**src/rtl/mac_cfg_loader.sv**
```systemverilog
// rtl/mac_cfg_loader.sv - streams the mac_cluster config word into a shadow register and commits it atomically
// Holds the cluster in reset across each commit and gates its enable while a new config is loading.
module mac_cfg_loader #(
  parameter int MAC_CONF_WIDTH = 4,
  parameter int MAC_MIN_WIDTH  = 8,
  parameter int MAC_ACC_WIDTH  = 4 * MAC_MIN_WIDTH,
  parameter int WORD_WIDTH     = 32,
  parameter int RST_CYCLES     = 2,
  localparam int CFG_WIDTH     = 4 * MAC_ACC_WIDTH + MAC_CONF_WIDTH,
  localparam int NUM_WORDS     = (CFG_WIDTH + WORD_WIDTH - 1) / WORD_WIDTH
) (
  input  logic                  clk,
  input  logic                  rst,
  input  logic                  load_start,
  input  logic [WORD_WIDTH-1:0] word_in,
  input  logic                  word_valid,
  output logic                  word_ready,
  input  logic                  run_req,
  output logic [CFG_WIDTH-1:0]  cfg,
  output logic                  cluster_rst,
  output logic                  cluster_en,
  output logic                  busy,
  output logic                  done
);

  localparam int SHADOW_W = NUM_WORDS * WORD_WIDTH;
  localparam int CNT_W    = $clog2(NUM_WORDS + 1);
  localparam int RC_W     = $clog2(RST_CYCLES + 1);

  typedef enum logic [1:0] {
    S_IDLE,
    S_LOAD,
    S_APPLY,
    S_RUN
  } state_t;

  state_t              state, state_d;
  logic [SHADOW_W-1:0] shadow, shadow_d, assembled;
  logic [CFG_WIDTH-1:0] cfg_d;
  logic [CNT_W-1:0]    count, count_d;
  logic [RC_W-1:0]     rst_cnt, rst_cnt_d;
  logic                configured, configured_d;

  assign word_ready = (state == S_LOAD);
  assign busy       = (state == S_LOAD) || (state == S_APPLY);
  assign cluster_en = (state == S_RUN) && run_req;

  always_comb begin
    state_d      = state;
    shadow_d     = shadow;
    cfg_d        = cfg;
    count_d      = count;
    rst_cnt_d    = rst_cnt;
    configured_d = configured;

    // Shadow image with the current word dropped into its slot; used both for
    // the shadow update and, on the last word, for the commit itself.
    assembled = shadow;
    for (int k = 0; k < NUM_WORDS; k++) begin
      if (count == CNT_W'(k)) begin
        assembled[k*WORD_WIDTH +: WORD_WIDTH] = word_in;
      end
    end

    case (state)
      S_IDLE: begin
        if (load_start) begin
          state_d = S_LOAD;
          count_d = '0;
        end
      end
      S_LOAD: begin
        // A restart wins over any transfer in the same cycle, including the last word.
        if (load_start) begin
          count_d = '0;
        end else if (word_valid) begin
          shadow_d = assembled;
          if (count == CNT_W'(NUM_WORDS - 1)) begin
            state_d   = S_APPLY;
            cfg_d     = assembled[CFG_WIDTH-1:0];
            count_d   = '0;
            rst_cnt_d = '0;
          end else begin
            count_d = count + CNT_W'(1);
          end
        end
      end
      S_APPLY: begin
        if (rst_cnt == RC_W'(RST_CYCLES - 1)) begin
          state_d      = S_RUN;
          configured_d = 1'b1;
        end else begin
          rst_cnt_d = rst_cnt + RC_W'(1);
        end
      end
      S_RUN: begin
        if (load_start) begin
          state_d = S_LOAD;
          count_d = '0;
        end
      end
      default: begin
        state_d = S_IDLE;
      end
    endcase
  end

  always_ff @(posedge clk) begin
    if (rst) begin
      state       <= S_IDLE;
      shadow      <= '0;
      cfg         <= '0;
      count       <= '0;
      rst_cnt     <= '0;
      configured  <= 1'b0;
      cluster_rst <= 1'b1;
      done        <= 1'b0;
    end else begin
      state       <= state_d;
      shadow      <= shadow_d;
      cfg         <= cfg_d;
      count       <= count_d;
      rst_cnt     <= rst_cnt_d;
      configured  <= configured_d;
      // Registered from next state so the reset window lines up exactly with APPLY.
      cluster_rst <= (state_d == S_APPLY) || ((state_d != S_RUN) && !configured_d);
      done        <= (state == S_APPLY) && (state_d == S_RUN);
    end
  end

endmodule

```
**config.mk**
```make
export PLATFORM = sky130hd
export DESIGN_NAME = mac_cfg_loader
export DESIGN_NICKNAME = d
export VERILOG_FILES = /design/src/rtl/mac_cfg_loader.sv
export SDC_FILE = /design/constraint.sdc
export NUM_CORES = 1
export LEC_CHECK = 0
export ABC_AREA = 0
export CAP_MARGIN = 20
export CORE_UTILIZATION = 52
export DETAILED_ROUTE_END_ITERATION = 12
export HOLD_SLACK_MARGIN = 0.15
export PLACE_DENSITY = 0.79
export SLEW_MARGIN = 10
export SYNTH_ARGS = -nofsm -noshare
export SYNTH_HDL_FRONTEND = slang
export SYNTH_SLANG_ARGS = --single-unit
```
**constraint.sdc**
```tcl
create_clock -name clk -period 1.8 [get_ports clk]
set_input_delay 0.27 -clock clk [delete_from_list [all_inputs] [get_ports clk]]
set_output_delay 0.27 -clock clk [all_outputs]
set_load 0.005 [all_outputs]
```
==> results of run 1 <==
## cell type report
class                           instances  area (µm²)  area share [%]
Sequential cell                       270        5414           40.87
Multi-Input combinational cell        842        4174           31.51
Timing Repair Buffer                  218        2332           17.61
Clock buffer                           38       807.0           6.093
Tap cell                              260       325.3           2.456
Clock inverter                         11       166.4           1.256
Inverter                                7       26.28          0.1984
## report_power, final
part / switching (µW) / total [µW] / internal (µW)
sequential: 14.9 / 6010 / 6000
combinational: 283 / 456 / 173
clock: 2320 / 6010 / 3690
total: 2610 / 12500 / 9860
## through the flow
| step | setup TNS, ns | instance area (µm²) | util (%) |
|---|---|---|---|
| 5_1_grt | -0.01375 | 13250 | 70.34 |
| 6_report | 0 | 13250 | 70.34 |
| 3_5_place_dp | -8.822 | 12160 | 64.56 |
| 3_3_place_gp | -1.162 | 12160 | 64.56 |
| 4_1_cts | -0.003331 | 13170 | 69.91 |
| 2_1_floorplan | 0 | 10070 | - |
## timing repair
| action | CTS | global route |
|---|---|---|
| setup endpoints to repair | 3 | 104 |
| pin swaps | 0 | 2 |
| buffers inserted | 2 | 1 |
| gates resized for setup | 10 | 19 |
| cloned | 0 | 1 |
## Yosys cell counts, types with 2 or more instances
master,count
o21ai_0,6
buf_6,8
nor2b_1,2
nand4b_1,2
dfxtp_1,270
a21oi_1,236
nand2b_1,2
mux2i_1,33
buf_2,36
buf_4,16
or4_1,2
a211oi_2,30
nand2_1,465
clkbuf_1,33
nor2_1,36
ha_1,9
and2_1,4
and4b_1,2
a211oi_1,3
inv_1,7
## worst paths after layout
check / depth (start not counted) / end / start
min: 2 / count[1] / rst
min reg2reg: 2 / cfg[53] / shadow[53]
max reg2reg: 7 / cfg[97] / count[1]
max: 7 / cfg[97] / count[1]
## cells by family (layout without fill, tap and decap cells)
kind of cell | after synthesis | after routing
AND/OR/NAND/NOR | 521 | 521
AO/OA/AOI/OAI | 279 | 279
flip-flops | 270 | 270
buffers and inverters | 100 | 274
multiplexers | 33 | 33
adder cells (fa/ha/maj) | 9 | 9
## registers in the layout, summed over array words and instances (netlist names)
register / count
count: 3
rst_cnt: 2
configured: 1
done: 1
cfg: 132
cluster_rst: 1
state: 2
shadow: 128
## critical path, cell delays in order (launching register included)
cell      delay [ns]
dfxtp_2         0.34
inv_1           0.08
ha_1            0.20
and4b_1         0.23
and2_4          0.26
buf_16          0.25
nor2_1          0.08
a211oi_1        0.22
## per-layer routing
| metal | vias up | GRT usage (%) | routed length [µm] | part of all wire [%] |
|---|---|---|---|---|
| met5 | - | 0 | 0 | 0 |
| li1 | 4271 | - | - | - |
| met1 | 4127 | 34.61 | 11820 | 45 |
| met3 | 55 | 3.838 | 1638 | 6.2 |
| met2 | 277 | 41.84 | 12180 | 46 |
| met4 | 0 | 8.181 | 637 | 2.4 |
==> run metrics, run 1 <==
Routed Antenna Nets 0; clk root buf clkbuf_16; Total Routed Length approximately 26000 µm; Peak VDD IR between 0.0007 and 0.0008 V; pin count of the biggest net entering global routing 70; CTS Sinks 270; Layout Cells excl Fill around 1.6k; drt wl/cell around 16 µm; GRT Total Usage around a quarter; FMAX between 500 and 600 MHz; chip width about 140 µm; final setup fails 0; Layout Skew between 0.006 and 0.007 ns; Fin. Hold Viols 0; Mapped Nets roughly 1.3k; first-pass GRT wire length about 40000 µm; DP HPWL ~17000 µm; GP Congestion between 0.8 and 0.9; H-tree lvl count 1; core box area approximately 19000 µm²; area grow syn2layout 31.58%; layout cell share with drive strength beyond 1 around a tenth; Max Slew Vio Count 0; TritonCTS buffer count 27; commonest non-fill, non-tap cell in the layout nand2_1; FILL cells 1478; worst slack at placement -0.1504 ns; number of I/O port buffers 173; actual slew at the worst max-slew pin just over 0.5 ns; WP data arrival between 2 and 2.5 ns; drt first pass iters 5; # hold bufs at CTS 0; Worst Path Max Fanout 47; Compound-Gate Fraction of Synth Area 16.37%; Worst slew margin around 65%; Pwr Total 12480 µW; Post-Syn Instances roughly 1.2k; simple-gate area share of the yosys netlist 20.16%; status finished clean; multiplexer share of the synthesized area 3.282%; synth top area cells dfxtp_1, nand2_1, a21oi_1; max cap viols 0; Adder-Cell Fraction of Synth Area approximately 1.1%; largest family of logic cells by synthesized area simple AND/OR/NAND/NOR gates; clock latency at the later pin of the worst-skew pair 0.52 ns; crit path launch type flip-flop; final cycle utilization of the critical path around 98%; hold slack 0.1871 ns; critical path type flip-flop to flip-flop; Seq/Total Area, Yosys between 50% and 60%; unique cell type count in the Yosys netlist 30; clock-pin slew of the registers on the worst-case setup and hold paths roughly 0.060 ns; nets between 1k and 1.5k; DRT iter0 DRCs 583; share of the synthesized area in the top cell type roughly 54%; Post-synth top flop dfxtp_1; synthesized area 10070 µm²; min Tclk post-route 1.772 ns; Min-Delay Path Class input pin to flip-flop; leak pwr around 0.0043 µW; CP Data Required Time about 2.2 ns; Syn Area/Cell 8.305 µm²; row count 50; die height roughly 140 µm; commonest non-fill, non-tap cells in the layout nand2_1, dfxtp_1, a21oi_1; number of synthesized flops with an enable pin 0; initial antenna violation count 0; Yosys reg bits 270; DRC 0; CP endpoint kind flip-flop; pwr dens ~940 nW/µm²; setup ws final ~0.028 ns; Ys Warns 0; vias in the first global route approximately 8.1k; biggest area consumer among synthesized cells dfxtp_1; DP Cell Count ~1.6k; via count between 8k and 9k; RSZ-0062 raised after global routing true; XOR/XNOR Fraction of Synth Area 0%; grt ovf 0; clock buffer depth 3; vias per cell 5.304; ANT cells 0; flop-to-flop setup slack around 0.028 ns; die area 19920 µm²; ys async rst share 0%; I/O pin count roughly 170; initial core utilization 53.46%; CTS tree done
Power figures use the tool's default switching activity.
==> inputs of run 2 (changes only) <==
--- a/config.mk
+++ b/config.mk
@@ -15,3 +15,4 @@
 export SYNTH_ARGS = -nofsm -noshare
 export SYNTH_HDL_FRONTEND = slang
 export SYNTH_SLANG_ARGS = --single-unit
+export TNS_END_PERCENT = 50
==> constraint.sdc (replaced) <==
create_clock -name clk -period 1.8 [get_ports clk]
set_input_delay 0.54 -clock clk [delete_from_list [all_inputs] [get_ports clk]]
set_output_delay 0.54 -clock clk [all_outputs]
set_load 0.005 [all_outputs]
==> run 2 against run 1 <==
  * The flow now finishes with violations (setup timing)
  * Non-clock buffer count increased by 31
  * Critical path type is now flip-flop to output pin
  * Worst hold slack improved by 0.25 ns
  * Setup slack got worse by 0.13 ns
  * Sequential power about the same
  * Critical path depth decreased by 3
  * Clock power decreased by 6.3%
  * Total power decreased by 2.4%
  * Final cell count increased by 1.9%
  * Sequential share of layout area about the same
  * Count of clock-buffer cells in the layout increased by 2
  * Critical endpoint is now cluster_en
  * Largest cell class unchanged
==> run metrics, run 2 (synthesis gave the netlist of run 1 again) <==
clock-pin slew of the registers on the worst-case setup and hold paths 0.06 ns (about the same); TritonCTS buffer count 27 (unchanged); final setup fails 4 (+4); reg-to-reg endpoint count[0]; initial antenna violation count 0 (unchanged); die height 141.1 µm (unchanged); die area 19920 µm² (unchanged); RSZ-0062 raised after global routing true; Worst slew margin 66.47% (+1.1 points); nets 1443 (+2.2%); r2r startpoint state[1]; Reg with most FFs cfg; # hold bufs at CTS 0 (unchanged); FMAX 526.9 MHz (-6.6%); CTS Sinks 270 (unchanged); max cap viols 0 (unchanged); Max Slew Vio Count 0 (unchanged); CP top delay family flip-flops; grt ovf 0 (unchanged); area grow syn2layout 32.70%; GRT Total Usage 26.16% (+0.62 points); clock buffer depth 3 (unchanged); drt wl/cell 16.03 µm (+0.37%); H-tree lvl count 1 (unchanged); most used cell along the critical path buf_6; vias in the first global route 8180 (+1.3%); Pwr Total 12180 µW (-2.4%); Total Routed Length 26880 µm (+2.3%); leak pwr 0.005077 µW (+18%); initial core utilization 53.46% (unchanged); drt first pass iters 5 (unchanged); internal power 9533 µW (-3.3%); CTS tree done; Flop pwr share 49.4% (+1.2 points); NetSw 2643 µW (+1.1%); FILL cells 1491 (+0.88%); layout cell share with drive strength beyond 1 15.03% (+4.6 points); commonest non-fill, non-tap cells in the layout nand2_1, a21oi_1, dfxtp_1; dpl cell area 12390 µm² (+2.0%); vias per cell 5.306 (about the same); I/O pin count 174 (unchanged); via count 8899 (+1.9%); worst slack at placement -0.4108 ns (-0.2604 ns); clk root buf clkbuf_16; chip width 141.1 µm (unchanged); row count 50 (unchanged); Hold Path Depth 2 (unchanged); status finished with violations; failing checks setup timing; Worst Path Max Fanout 3 (-94%); actual slew at the worst max-slew pin 0.5029 ns (-0.01680 ns); DRT iter0 DRCs 585 (+0.34%); pin count of the biggest net entering global routing 67 (-4.3%); R2R depth 8 (+1); first-pass GRT wire length 42010 µm (+2.6%); critical path type flip-flop to output pin; largest registers cfg x132, shadow x128, count x3; CP Data Required Time 1.26 ns (-0.96 ns); ANT cells 0 (unchanged); Min-Delay Path Class flip-flop to flip-flop; CP endpoint kind output pin; setup ws final -0.09776 ns (-0.1253 ns); flop-to-flop setup slack 0 ns (-0.03 ns); crit path launch type flip-flop; Comb pwr share 4.4% (+0.7 points); WP data arrival 1.36 ns (-0.84 ns); DP HPWL 17330 µm (+2.8%); number of I/O port buffers 173 (unchanged); DRC 0 (unchanged); Post-Layout Inst Area 13360 µm² (+0.85%); Peak VDD IR 0.0007027 V (-1.7%); commonest non-fill, non-tap cell in the layout nand2_1; max reg flops 132 (unchanged); final cycle utilization of the critical path 105.4% (+7.0 points); CP max-delay cell dfxtp_2; min Tclk post-route 1.898 ns (+0.1253 ns); pwr dens 911.6 nW/µm² (-3.2%); Fin. Hold Viols 0 (unchanged); Layout Skew 0.01263 ns (+0.005895 ns); Hold Path Sink cfg[14]; core box area 18830 µm² (unchanged); hold path start shadow[14]; CP Buf/Inv Count 2 (unchanged); Clock power frac 46.3% (-1.9 points); GP Congestion 0.8222 (-3.3%); Routed Antenna Nets 0 (unchanged); Sw Share 21.71% (+0.76 points); max incr delay on CP 0.33 ns (about the same); CP cell instances buf_6 -> ha_4 -> and2_4 -> buf_6; clock latency at the later pin of the worst-skew pair 0.53 ns (about the same)
[run 2: changes by cell type in the layout (fill, tap and decap cells not counted), moves of 5 or more]
cell and delta:
clkbuf_1 +5, dlygate4sd2_1 +132, buf_4 +27, dfxtp_1 -36
dfxtp_2 +37, clkdlybuf4s50_1 -134
[run 2: what timing repair did]
action / CTS / global route
setup endpoints to repair: 137 / 112
gates resized for setup: 195 / 21
pin swaps: 2 / 5
cloned: 0 / 3
buffers inserted: 2 / 0
[run 2: power by group through the flow]
stage	clock network (µW)	registers, µW	logic, µW
floorplan	0	6140	181
global placement	0	6150	485
detailed placement	0	6150	491
CTS	5680	6010	505
global route	5920	6010	563
finish	5630	6010	530
[run 2: layer usage]
layer	track usage [%]	wire length [µm]	vias up
met5	0	0	-
met4	6.064	458	0
met3	3.567	1717	34
met2	42.68	12640	265
met1	36.73	12060	4255
li1	-	-	4345
[run 2: layout make-up]
cell class	instances	area (µm²)	share of cell area (%)
Inverter	7	31.28	0.2342
Timing Repair Buffer	249	2454	18.37
Clock inverter	9	106.4	0.7962
Sequential cell	270	5456	40.85
Clock buffer	40	784.5	5.873
Multi-Input combinational cell	842	4200	31.44
Tap cell	260	325.3	2.435
[run 2: worst reg2reg max path, cell delays in order (launching register included)]
cell and delay, ns:
dfxtp_4 0.41, inv_4 0.05, ha_4 0.15, buf_4 0.14, buf_4 0.14, nand2b_1 0.11, a21oi_2 0.11, or4_1 0.49
a21oi_1 0.13
[run 2: how the worst max path moves through the flow]
stage	from	endpoint	slack (ns)	cells after the start
6_report	state[0]	cluster_en	-0.1	4
5_1_grt	state[0]	cluster_en	-0.13	4
3_5_place_dp	load_start	cfg[110]	-0.41	6
3_3_place_gp	run_req	cluster_en	-0.35	3
2_1_floorplan	count[0]	cfg[120]	0.20	8
4_1_cts	state[0]	busy	-0.17	4
[run 2: metrics by stage]
stage	setup TNS [ns]	hold WS (ns)	std cells	utilization (%)
after floorplan	0	0.4321	1212	-
after global placement	-65.54	0.4366	1623	65.82
after detailed placement	-80.10	0.4425	1623	65.82
after CTS	-0.2735	0.4285	1674	70.24
after global routing	-0.3854	0.4548	1677	70.94
final	-0.1848	0.4383	1677	70.94
==> inputs of run 3 (changes only) <==
--- a/config.mk
+++ b/config.mk
@@ -8,7 +8,9 @@
 export ABC_AREA = 0
 export CAP_MARGIN = 20
 export CORE_UTILIZATION = 52
+export CTS_CLUSTER_DIAMETER = 50
 export DETAILED_ROUTE_END_ITERATION = 12
+export GPL_TIMING_DRIVEN = 0
 export HOLD_SLACK_MARGIN = 0.15
 export PLACE_DENSITY = 0.79
 export SLEW_MARGIN = 10
==> run 3 against run 2 <==
  * The flow still finishes with violations (setup timing)
  * Total power decreased by 0.82%
  * Combinational power decreased by 6.4%
  * Worst hold slack improved by 0.0081 ns
  * Largest cell class unchanged
  * Final cell count increased by 1.6%
  * Critical endpoint is now busy
  * Highest routed layer unchanged
  * Flip-flop and latch count unchanged
  * Global-route usage increased by 2.6 points
  * Largest power group unchanged
  * Clock power decreased by 1%
  * Critical path type unchanged
  * Sequential power about the same
  * Setup slack got worse by 0.016 ns
  * Count of clock-buffer cells in the layout decreased by 3
  * Core utilization about the same
==> run metrics, run 3 (synthesis gave the netlist of run 1 again) <==
clock latency at the later pin of the worst-skew pair 0.52 ns (about the same); initial core utilization 53.46% (unchanged); Total Routed Length 29330 µm (+9.1%); row count 50 (unchanged); CTS Sinks 270 (unchanged); Worst Path Max Fanout 4 (+1); die area 19920 µm² (unchanged); TritonCTS buffer count 26 (-3.7%); initial antenna violation count 0 (unchanged); die height 141.1 µm (unchanged); Fin. Hold Viols 0 (unchanged); area grow syn2layout 32.72% (about the same); CP endpoint kind output pin; first-pass GRT wire length 45050 µm (+7.2%); Peak VDD IR 0.0006748 V (-4.0%); leak pwr 0.005086 µW (+0.19%); setup ws final -0.1133 ns (-0.01555 ns); pin count of the biggest net entering global routing 15 (-78%); pwr dens 904.0 nW/µm² (-0.83%); final setup fails 2 (-2); grt ovf 0 (unchanged); number of I/O port buffers 173 (unchanged); clock buffer depth 3 (unchanged); max reg flops 132 (unchanged); max incr delay on CP 0.40 ns (+0.07 ns); crit path launch type flip-flop; min Tclk post-route 1.913 ns (+0.01555 ns); WP data arrival 1.37 ns (about the same); worst slack at placement -0.8870 ns (-0.4762 ns); GRT Total Usage 28.80% (+2.6 points); actual slew at the worst max-slew pin 0.7968 ns (+0.2939 ns); clk root buf clkbuf_16; Max Slew Vio Count 0 (unchanged); Routed Antenna Nets 0 (unchanged); CP cell instances inv_4 -> ha_4 -> inv_2 -> buf_2; Layout Skew 0.006654 ns (-0.005980 ns); drt first pass iters 5 (unchanged); Worst slew margin 46.88% (-20 points); I/O pin count 174 (unchanged); critical path type flip-flop to output pin; CP Data Required Time 1.26 ns (about the same); commonest non-fill, non-tap cells in the layout nand2_1, dfxtp_1, a21oi_1; CTS tree done; CP max-delay cell dfxtp_4; clock-pin slew of the registers on the worst-case setup and hold paths 0.06 ns (about the same); DRT iter0 DRCs 684 (+17%); core box area 18830 µm² (unchanged); layout cell share with drive strength beyond 1 17.26% (+2.2 points); chip width 141.1 µm (unchanged); flop-to-flop setup slack 0.03 ns (+0.03 ns); RSZ-0062 raised after global routing true; final cycle utilization of the critical path 106.3% (+0.86 points); DP HPWL 20280 µm (+17%); max cap viols 0 (unchanged); commonest non-fill, non-tap cell in the layout nand2_1; drt wl/cell 17.22 µm (+7.5%); GP Congestion 0.8622 (+4.9%); Reg with most FFs cfg; Post-Route Utilization 70.94% (about the same); nets 1471 (+1.9%); vias in the first global route 8709 (+6.5%); failing checks setup timing; largest registers cfg x132, shadow x128, count x3; H-tree lvl count 1 (unchanged); via count 9191 (+3.3%); hold slack 0.4465 ns (+0.008142 ns); DP Cell Count 1645 (+1.4%); ANT cells 0 (unchanged); FMAX 522.7 MHz (-0.81%); status finished with violations; Layout Cells excl Fill 1703 (+1.6%); vias per cell 5.397 (+1.7%); DRC 0 (unchanged); # hold bufs at CTS 0 (unchanged); Min-Delay Path Class flip-flop to flip-flop
[run 3: cell count changes in the layout (fill, tap and decap cells not counted), moves of 8 or more]
cell      delta
buf_12      -17
a21oi_1     -14
a21oi_2     +14
buf_6       +15
clkbuf_1    +13
buf_2       +13
buf_4       -25
clkbuf_4     +9
clkbuf_2    +13
dfxtp_1      -8
[run 3: report_power, final]
part | internal (µW) | switching, µW
Clock | 3270 | 2290
Combinational | 174 | 322
Sequential | 6000 | 20.5
[run 3: final cells by class]
cell class,instances,area [µm²]
Fill cell,1490,5472
Sequential cell,270,5469
Multi-Input combinational cell,842,4267
Timing Repair Buffer,186,1677
Clock buffer,37,773.2
Buffer,92,715.7
Tap cell,260,325.3
Clock inverter,9,101.3
Inverter,7,31.28
[run 3: routing by layer]
| layer | share of wire [%] | track usage (%) | vias up |
|---|---|---|---|
| met1 | 41 | 36.90 | 4306 |
| met3 | 7.8 | 3.974 | 82 |
| met2 | 47 | 48.25 | 402 |
| met4 | 3.9 | 13.10 | 0 |
| met5 | 0 | 0 | - |
| li1 | - | - | 4401 |
[run 3: path summary, 6_finish.rpt]
check | from | endpoint | cells past startpoint
max | state[0] | busy | 4
min | shadow[4] | cfg[4] | 2
max reg2reg | state[1] | shadow[18] | 9
min reg2reg | shadow[4] | cfg[4] | 2
[run 3: timing repair]
| action | 4_1_cts | 5_1_grt |
|---|---|---|
| setup endpoints to repair | 390 | 259 |
| setup buffers | 7 | 4 |
| pin swaps | 6 | 5 |
| endpoints found under the hold margin | 0 | 0 |
| resized for setup | 234 | 98 |
| cloned | 0 | 2 |
[run 3: per-stage QoR]
stage                     total power (µW)  area [µm²]  TNS [ns]
final                                12080       13360   -0.1448
after global routing                 12390       13360   -0.4991
after CTS                            12040       13050   -0.1540
after detailed placement              6573       12120   -155.95
after global placement                6569       12120   -152.45
after floorplan                       6326       10070         0
[run 3: critical path, delay by kind of cell (launching register included)]
| kind | cells | cell delay (ns) |
|---|---|---|
| flip-flops | 1 | 0.40 |
| buffers and inverters | 3 | 0.19 |
| adder cells (fa/ha/maj) | 1 | 0.26 |
